**config.mk**
```make
export PLATFORM = sky130hd
export DESIGN_NAME = vis_bus_arbiter
export DESIGN_NICKNAME = d
export VERILOG_FILES = /design/src/rtl/vis_arb_pkg.sv /design/src/rtl/vis_bus_arbiter.sv
export SDC_FILE = /design/constraint.sdc
export NUM_CORES = 1
export LEC_CHECK = 0
export BUFFER_PORTS_ARGS = -buffer_cell sky130_fd_sc_hd__buf_4
export CORE_AREA = 2 2 89 91
export DETAILED_ROUTE_END_ITERATION = 16
export DIE_AREA = 0 0 91 93
export GPL_ROUTABILITY_DRIVEN = 0
export GPL_TIMING_DRIVEN = 0
export PLACE_DENSITY_LB_ADDON = 0.05
export SYNTH_ARGS = -nofsm -noshare
export SYNTH_HDL_FRONTEND = slang
export SYNTH_SLANG_ARGS = --single-unit
```
**constraint.sdc**
```tcl
create_clock -name clk_i -period 1.4 [get_ports clk_i]
set_input_delay 0.28 -clock clk_i [delete_from_list [all_inputs] [get_ports clk_i]]
set_output_delay 0.28 -clock clk_i [all_outputs]
set_load 0.02 [all_outputs]
```
**src/rtl/vis_arb_pkg.sv**
```systemverilog
// vis_arb_pkg: shared state/owner encodings and defaults for vis_bus_arbiter
package vis_arb_pkg;
    localparam logic [1:0] OWNER_NONE  = 2'b00;
    localparam logic [1:0] OWNER_A     = 2'b01;
    localparam logic [1:0] OWNER_B     = 2'b10;
    localparam logic [1:0] OWNER_DRAIN = 2'b11;
    localparam int MAXLEN_DEFAULT = 1024;
    typedef enum logic [1:0] {
        ST_IDLE  = OWNER_NONE,
        ST_OWN_A = OWNER_A,
        ST_OWN_B = OWNER_B,
        ST_DRAIN = OWNER_DRAIN
    } state_t;
endpackage

```
**src/rtl/vis_bus_arbiter.sv**
```systemverilog
// vis_bus_arbiter: two-way round-robin arbiter handing a correlator visibility stream to requester a or b
// Optional drop statistics counter built when VIS_ARB_STATS_EN is defined.
module vis_bus_arbiter
    import vis_arb_pkg::*;
#(
    parameter int WIDTH  = 32,
    parameter int MAXLEN = MAXLEN_DEFAULT
) (
    input  logic             clk_i,
    input  logic             rst_i,
    input  logic             vis_valid_i,
    output logic             vis_ready_o,
    input  logic             vis_last_i,
    input  logic [WIDTH-1:0] vis_revis_i,
    input  logic [WIDTH-1:0] vis_imvis_i,
    input  logic             a_req_i,
    output logic             a_gnt_o,
    output logic             a_valid_o,
    input  logic             a_ready_i,
    output logic             a_last_o,
    output logic [WIDTH-1:0] a_revis_o,
    output logic [WIDTH-1:0] a_imvis_o,
    input  logic             b_req_i,
    output logic             b_gnt_o,
    output logic             b_valid_o,
    input  logic             b_ready_i,
    output logic             b_last_o,
    output logic [WIDTH-1:0] b_revis_o,
    output logic [WIDTH-1:0] b_imvis_o,
    output logic [1:0]       owner_o,
    output logic             overrun_o,
    output logic [15:0]      drop_count_o
);
    localparam int CW = $clog2(MAXLEN + 1);

    state_t          r_state;
    state_t          w_next;
    logic            r_ptr;
    logic            r_in_frame;
    logic [CW-1:0]   r_cnt;
    logic            r_a_gnt;
    logic            r_b_gnt;
    logic            r_overrun;
    logic            w_xfer;
    logic            w_overrun;
    logic            w_end;
    logic            w_in_frame_nxt;
    logic            w_own_a;
    logic            w_own_b;

    assign w_xfer         = vis_valid_i & vis_ready_o;
    assign w_overrun      = w_xfer & ~vis_last_i & (r_cnt == CW'(MAXLEN - 1));
    assign w_end          = w_xfer & (vis_last_i | w_overrun);
    assign w_in_frame_nxt = w_xfer ? ~w_end : r_in_frame;

    always_ff @(posedge clk_i) begin
        if (rst_i) begin
            r_state    <= ST_IDLE;
            r_ptr      <= 1'b0;
            r_in_frame <= 1'b0;
            r_cnt      <= '0;
            r_a_gnt    <= 1'b0;
            r_b_gnt    <= 1'b0;
            r_overrun  <= 1'b0;
        end else begin
            r_state    <= w_next;
            r_ptr      <= (r_state == ST_OWN_A && w_next != ST_OWN_A) ? 1'b1 :
                          (r_state == ST_OWN_B && w_next != ST_OWN_B) ? 1'b0 : r_ptr;
            r_in_frame <= w_in_frame_nxt;
            r_cnt      <= w_end ? '0 : w_xfer ? r_cnt + CW'(1) : r_cnt;
            r_a_gnt    <= w_next == ST_OWN_A;
            r_b_gnt    <= w_next == ST_OWN_B;
            r_overrun  <= w_overrun;
        end
    end

    // A requester dropping mid-frame hands the rest of the frame to DRAIN so frames are never split
    always_comb begin
        w_next = r_state;
        case (r_state)
            ST_IDLE:  w_next = (a_req_i & (~b_req_i | ~r_ptr)) ? ST_OWN_A :
                               b_req_i ? ST_OWN_B : ST_IDLE;
            ST_OWN_A: w_next = w_end ? ST_IDLE : a_req_i ? ST_OWN_A :
                               w_in_frame_nxt ? ST_DRAIN : ST_IDLE;
            ST_OWN_B: w_next = w_end ? ST_IDLE : b_req_i ? ST_OWN_B :
                               w_in_frame_nxt ? ST_DRAIN : ST_IDLE;
            ST_DRAIN: w_next = w_end ? ST_IDLE : ST_DRAIN;
            default:  w_next = ST_IDLE;
        endcase
    end

    always_comb begin
        w_own_a     = r_state == ST_OWN_A;
        w_own_b     = r_state == ST_OWN_B;
        vis_ready_o = w_own_a ? a_ready_i : w_own_b ? b_ready_i : (r_state == ST_DRAIN);
        a_valid_o   = w_own_a & vis_valid_i;
        a_last_o    = w_own_a & vis_last_i;
        a_revis_o   = w_own_a ? vis_revis_i : '0;
        a_imvis_o   = w_own_a ? vis_imvis_i : '0;
        b_valid_o   = w_own_b & vis_valid_i;
        b_last_o    = w_own_b & vis_last_i;
        b_revis_o   = w_own_b ? vis_revis_i : '0;
        b_imvis_o   = w_own_b ? vis_imvis_i : '0;
    end

    assign a_gnt_o   = r_a_gnt;
    assign b_gnt_o   = r_b_gnt;
    assign owner_o   = r_state;
    assign overrun_o = r_overrun;

`ifdef VIS_ARB_STATS_EN
    logic [15:0] r_drop_cnt;
    logic        w_drop_evt;
    assign w_drop_evt = (r_state == ST_DRAIN && w_next == ST_IDLE) | w_overrun;
    always_ff @(posedge clk_i) begin
        if (rst_i)
            r_drop_cnt <= '0;
        else if (w_drop_evt && r_drop_cnt != 16'hFFFF)
            r_drop_cnt <= r_drop_cnt + 16'd1;
    end
    assign drop_count_o = r_drop_cnt;
`else
    assign drop_count_o = '0;
`endif
endmodule

```
Word level (Yosys, flattened, before mapping). Cells that the tools add are included.

Output and inout port bits: 154. Input port bits: 72. Register bits after elaboration: 18. Word-level logic and storage cells: 54.

Add/sub/neg operators: 1. Reduce and logical (&&, ||, !) cells: 5. Multiplexer cells: 18. Bitwise logic cells: 15. Equality and inequality tests: 8.

Operators by type and width (count): 2-to-1 mux 32 bit (4); 2-to-1 mux 2 bit (8); adder 11 x 1 -> 11 bit, second input constant (1); equality test 11 x 10 -> 1 bit, second input constant (1); bitwise AND 1 bit (9); one-hot mux 2 bit (4 select lines) (1); equality test 2 bit, second input constant (3); 2-to-1 mux 1 bit (5); equality test 2 x 1 -> 1 bit, second input constant (2); inverter 1 bit (4); logical AND 1 bit (2); zero test 2 bit (1); != test 2 x 1 -> 1 bit, second input constant (1); != test 2 bit, second input constant (1); OR 1 bit (2); nonzero test 2 bit (1); OR reduction 2 bit (1).

Longest topological paths before layout.
Word-level depth: 18. Mapped depth: 7. Mapped depth without buffers: 6.

Worst setup path before layout. No wires, ideal clock.

Path kind: flip-flop to output port. Start: register r_state[1] (netlist: owner_o[1]). End: output b_imvis_o[0]. Slack: -0.379 ns. Data arrival time: 1.499 ns. Cell stages (with the launch flop): 6. Required time: 1.120 ns. Cell sequence: dfxtp_1 > buf_6 > nor2b_1 > clkbuf_1 > clkbuf_1 > and2_1.

Word-level cells in the longest chain between the ends: 2.

RTL lines: from (decl) (line vis_bus_arbiter.sv:36) `state_t r_state;`; from (signal assigned) (line vis_bus_arbiter.sv:66) `r_state <= w_next;`; equality test 2 bit (line vis_bus_arbiter.sv:94) `w_own_b = r_state == ST_OWN_B;`; 2-to-1 mux 32 bit (line vis_bus_arbiter.sv:103) `b_imvis_o = w_own_b ? vis_imvis_i : '0;`; to (decl) (line vis_bus_arbiter.sv:29) `output logic [WIDTH-1:0] b_imvis_o,`.

No other way between the ends.

Worst setup path in the final report.
Start: register r_state[1] (netlist: owner_o[1]). End: output a_imvis_o[2].

Word-level cells in the longest chain between the ends: 2.

RTL lines: equality test 2 x 1 -> 1 bit (line vis_bus_arbiter.sv:93) `w_own_a = r_state == ST_OWN_A;`; 2-to-1 mux 32 bit (line vis_bus_arbiter.sv:99) `a_imvis_o = w_own_a ? vis_imvis_i : '0;`; to (decl) (line vis_bus_arbiter.sv:22) `output logic [WIDTH-1:0] a_imvis_o,`.

No other way between the ends.

==> out/metrics.yaml <==
pwr:
  peakVddDrop_uv: 666
  power_density_nw_per_um2: 643
  total_power_uw: 3300
  p_leak_uw: 0.00253
drt:
  drt-total-wl_um: 9870
  drc_errors: 0
  vias_per_cell: 4.29
  post_drt_wl_per_cell_um: 15.6
  first_iter_violations: 34
  drtAntennaViolNets: 0
  firstDrtPassIters: 4
  vias: 2704
placed_design:
  port_buffers: 208
  dp_hpwl_um: 7120
  place_ws_ps: -256
  place_area_um2: 3930
floorplan:
  die_h_um: 93
  die_area_um2: 8460
  ios: 226
  start_util_pct: 25.7
  die_w_um: 91
  core-area_um2: 7530
  rows: 32
global_route:
  antenna_found_initial: 0
  grt_usage_pct: 21.3
  grt_max_degree: 11
  overflow: 0
  grt_pass1_vias: 2682
  grt_first_pass_wirelength_um: 14400
worst_setup_path:
  worstSetupPathType: "reg -> out"
  crit_end: "a_imvis_o[2]"
  rr_startpoint: "owner_o[1]"
  cp-startpoint: "owner_o[1]"
  r2r_cells: 7
  critPathMaxFanout: 8
  worstSetupEndpointType: "output port"
  r2r_slack_ps: -160
  rr_endpoint: "r_cnt[5]"
  worstSetupStartpointType: "flip-flop"
  crit_required_ps: 1120
  arrival_ps: 1450
sta:
  period_minus_slack_ps: 1730
  fin_crit_sh_pct: 124
  finalHoldViolCount: 0
  drv_slew: 0
  tns_ps: -38730
  holdWs_ps: 226
  rsz0062_at_grt: "yes"
  finalWorstSetupSlack_ps: -334
  fmax_ghz: 0.577
  finalSetupViolCount: 149
  skew_ps: 4.58
job:
  maxCapViolations: 0
yosys:
  syn_area_um2: 1940
  yosysUniqueCellTypes: 40
  synthTopCellsByArea: "and2_1 (43%), dfxtp_1 (19%), buf_4 (6.2%)"
  ys_ff_latch: 18
  avgSynthCellArea_um2: 7.20
  yosysTopAreaCell: "and2_1"
  synthDominantCellAreaShare_pct: 43.3
  synth_seq_area_share_pct: 18.6
  synth_edf_count: 0
  syn_inst: 269
  async_reset_ff_share_pct: 0
  ys_warn_count: 0
  ys.flop_type: "dfxtp_1"
cells_and_area:
  syn_to_final_growth_pct: 165
  ff_latch_area_um2: 370
  final_area_um2: 5130
  final_nets: 603
  multi_input_area_um2: 1840
  num-fill-cells: 620
  drive_above_1_share_pct: 79.0
  antenna_cells: 0
clock_network:
  cts_tree: "built"
  clock_latency_ps: 260
  cts_made_buffers: 3
  root_buffer: "clkbuf_8"
  cts_sinks: 18
  h-tree-depth: 1
  clk_pin_slew_ps: 70
  clock_path_buffers: 2
  holdBufCountCts: 0
hold_path:
  hold_path_class: "in -> reg"
run_status:
  status: "complete, but fails checks"
  violations: "negative setup slack"
[logic make-up (layout without fill, tap and decap cells)]
family,count (synthesis),count (layout),share of synthesized area (%)
buffers and inverters,33,278,10.3
other,1,16,0.194
xor gates and xnor gates,10,10,4.53
AOI/OAI and AO/OA,18,18,7.89
adders and majority gates,1,1,0.646
DFF,18,18,18.6
and+or+nand+nor,188,188,57.8
[where the power goes]
| group | leakage, uW | switching, uW | internal, uW |
|---|---|---|---|
| clock | 0.0000288 | 186 | 250 |
| combinational | 0.00236 | 1010 | 1280 |
| sequential | 0.000148 | 25.1 | 540 |
[layer usage]
metal  vias to the layer above  global-route usage (%)  routed length (um)
met4                         0                    7.32                 271
met1                      1238                    22.5                3450
li1                       1345                       -                   -
met2                       101                    40.3                5410
met3                        20                    6.04                 743
met5                         -                       0                   0
[stage by stage]
step                cells  util [%]
global placement      594      52.2
global route          631      68.1
CTS                   625      66.0
finish                631      68.1
detailed placement    594      52.2
floorplan             284         -
[worst min-delay path by stage]
stage          slack [ps]  cells after the start          to       start
3_3_place_gp          480                      2   overrun_o  vis_last_i
5_1_grt               230                      2   overrun_o  vis_last_i
4_1_cts               230                      2   overrun_o  vis_last_i
3_5_place_dp          490                      2   overrun_o  vis_last_i
2_1_floorplan         340                      1  owner_o[0]       rst_i
6_report              230                      2   overrun_o  vis_last_i
[final cells by class]
type	instances	share of cell area [%]
flip-flops and latches	18	7.22
plain buffers	30	6.71
multi-input cells	233	36.0
repair buffers	244	46.5
clock buffers	4	1.07
well taps	102	2.49
[cell usage in the layout, fill, tap and decap left out, types with 7 or more instances in the layout]
master,netlist,layout
buf_4,16,125
buf_6,2,124
and2_4,0,98
and2_1,134,26
conb_1,1,16
dfxtp_1,18,14
and2_2,1,11
buf_8,0,11
clkbuf_8,0,10
nand2_1,10,10
nor2_1,16,10
xnor2_1,7,7
[sequential cells by signal, summed over array words and instances, names as in the netlist]
name,flops
r_in_frame,1
r_cnt,11
b_gnt_o,1
a_gnt_o,1
owner_o,2
overrun_o,1
r_ptr,1
[worst max-delay path, stage by stage, from the launching register on]
cell	delay [ps]
dfxtp_4	360
and2b_4	280
clkbuf_16	170
clkbuf_8	140
and2_4	130
buf_6	110
[cells in the mapped netlist, types with 3 or more instances]
library cell and number:
and2_1 134, dfxtp_1 18, buf_4 16, nor2_1 16, clkbuf_1 14, nand2_1 10, xnor2_1 7, nor2b_1 5
a211o_1 3, nand2b_1 3, nand3_1 3, nor3_1 3, xor2_1 3
[what timing repair did]
action / in CTS / in global routing
buffers inserted: 18 / 7
pin swaps: 64 / 15
gates cloned: 11 / 1
gates resized for setup: 212 / 45
endpoints found under the setup margin: 149 / 150
(Power assumes the default switching activity.)
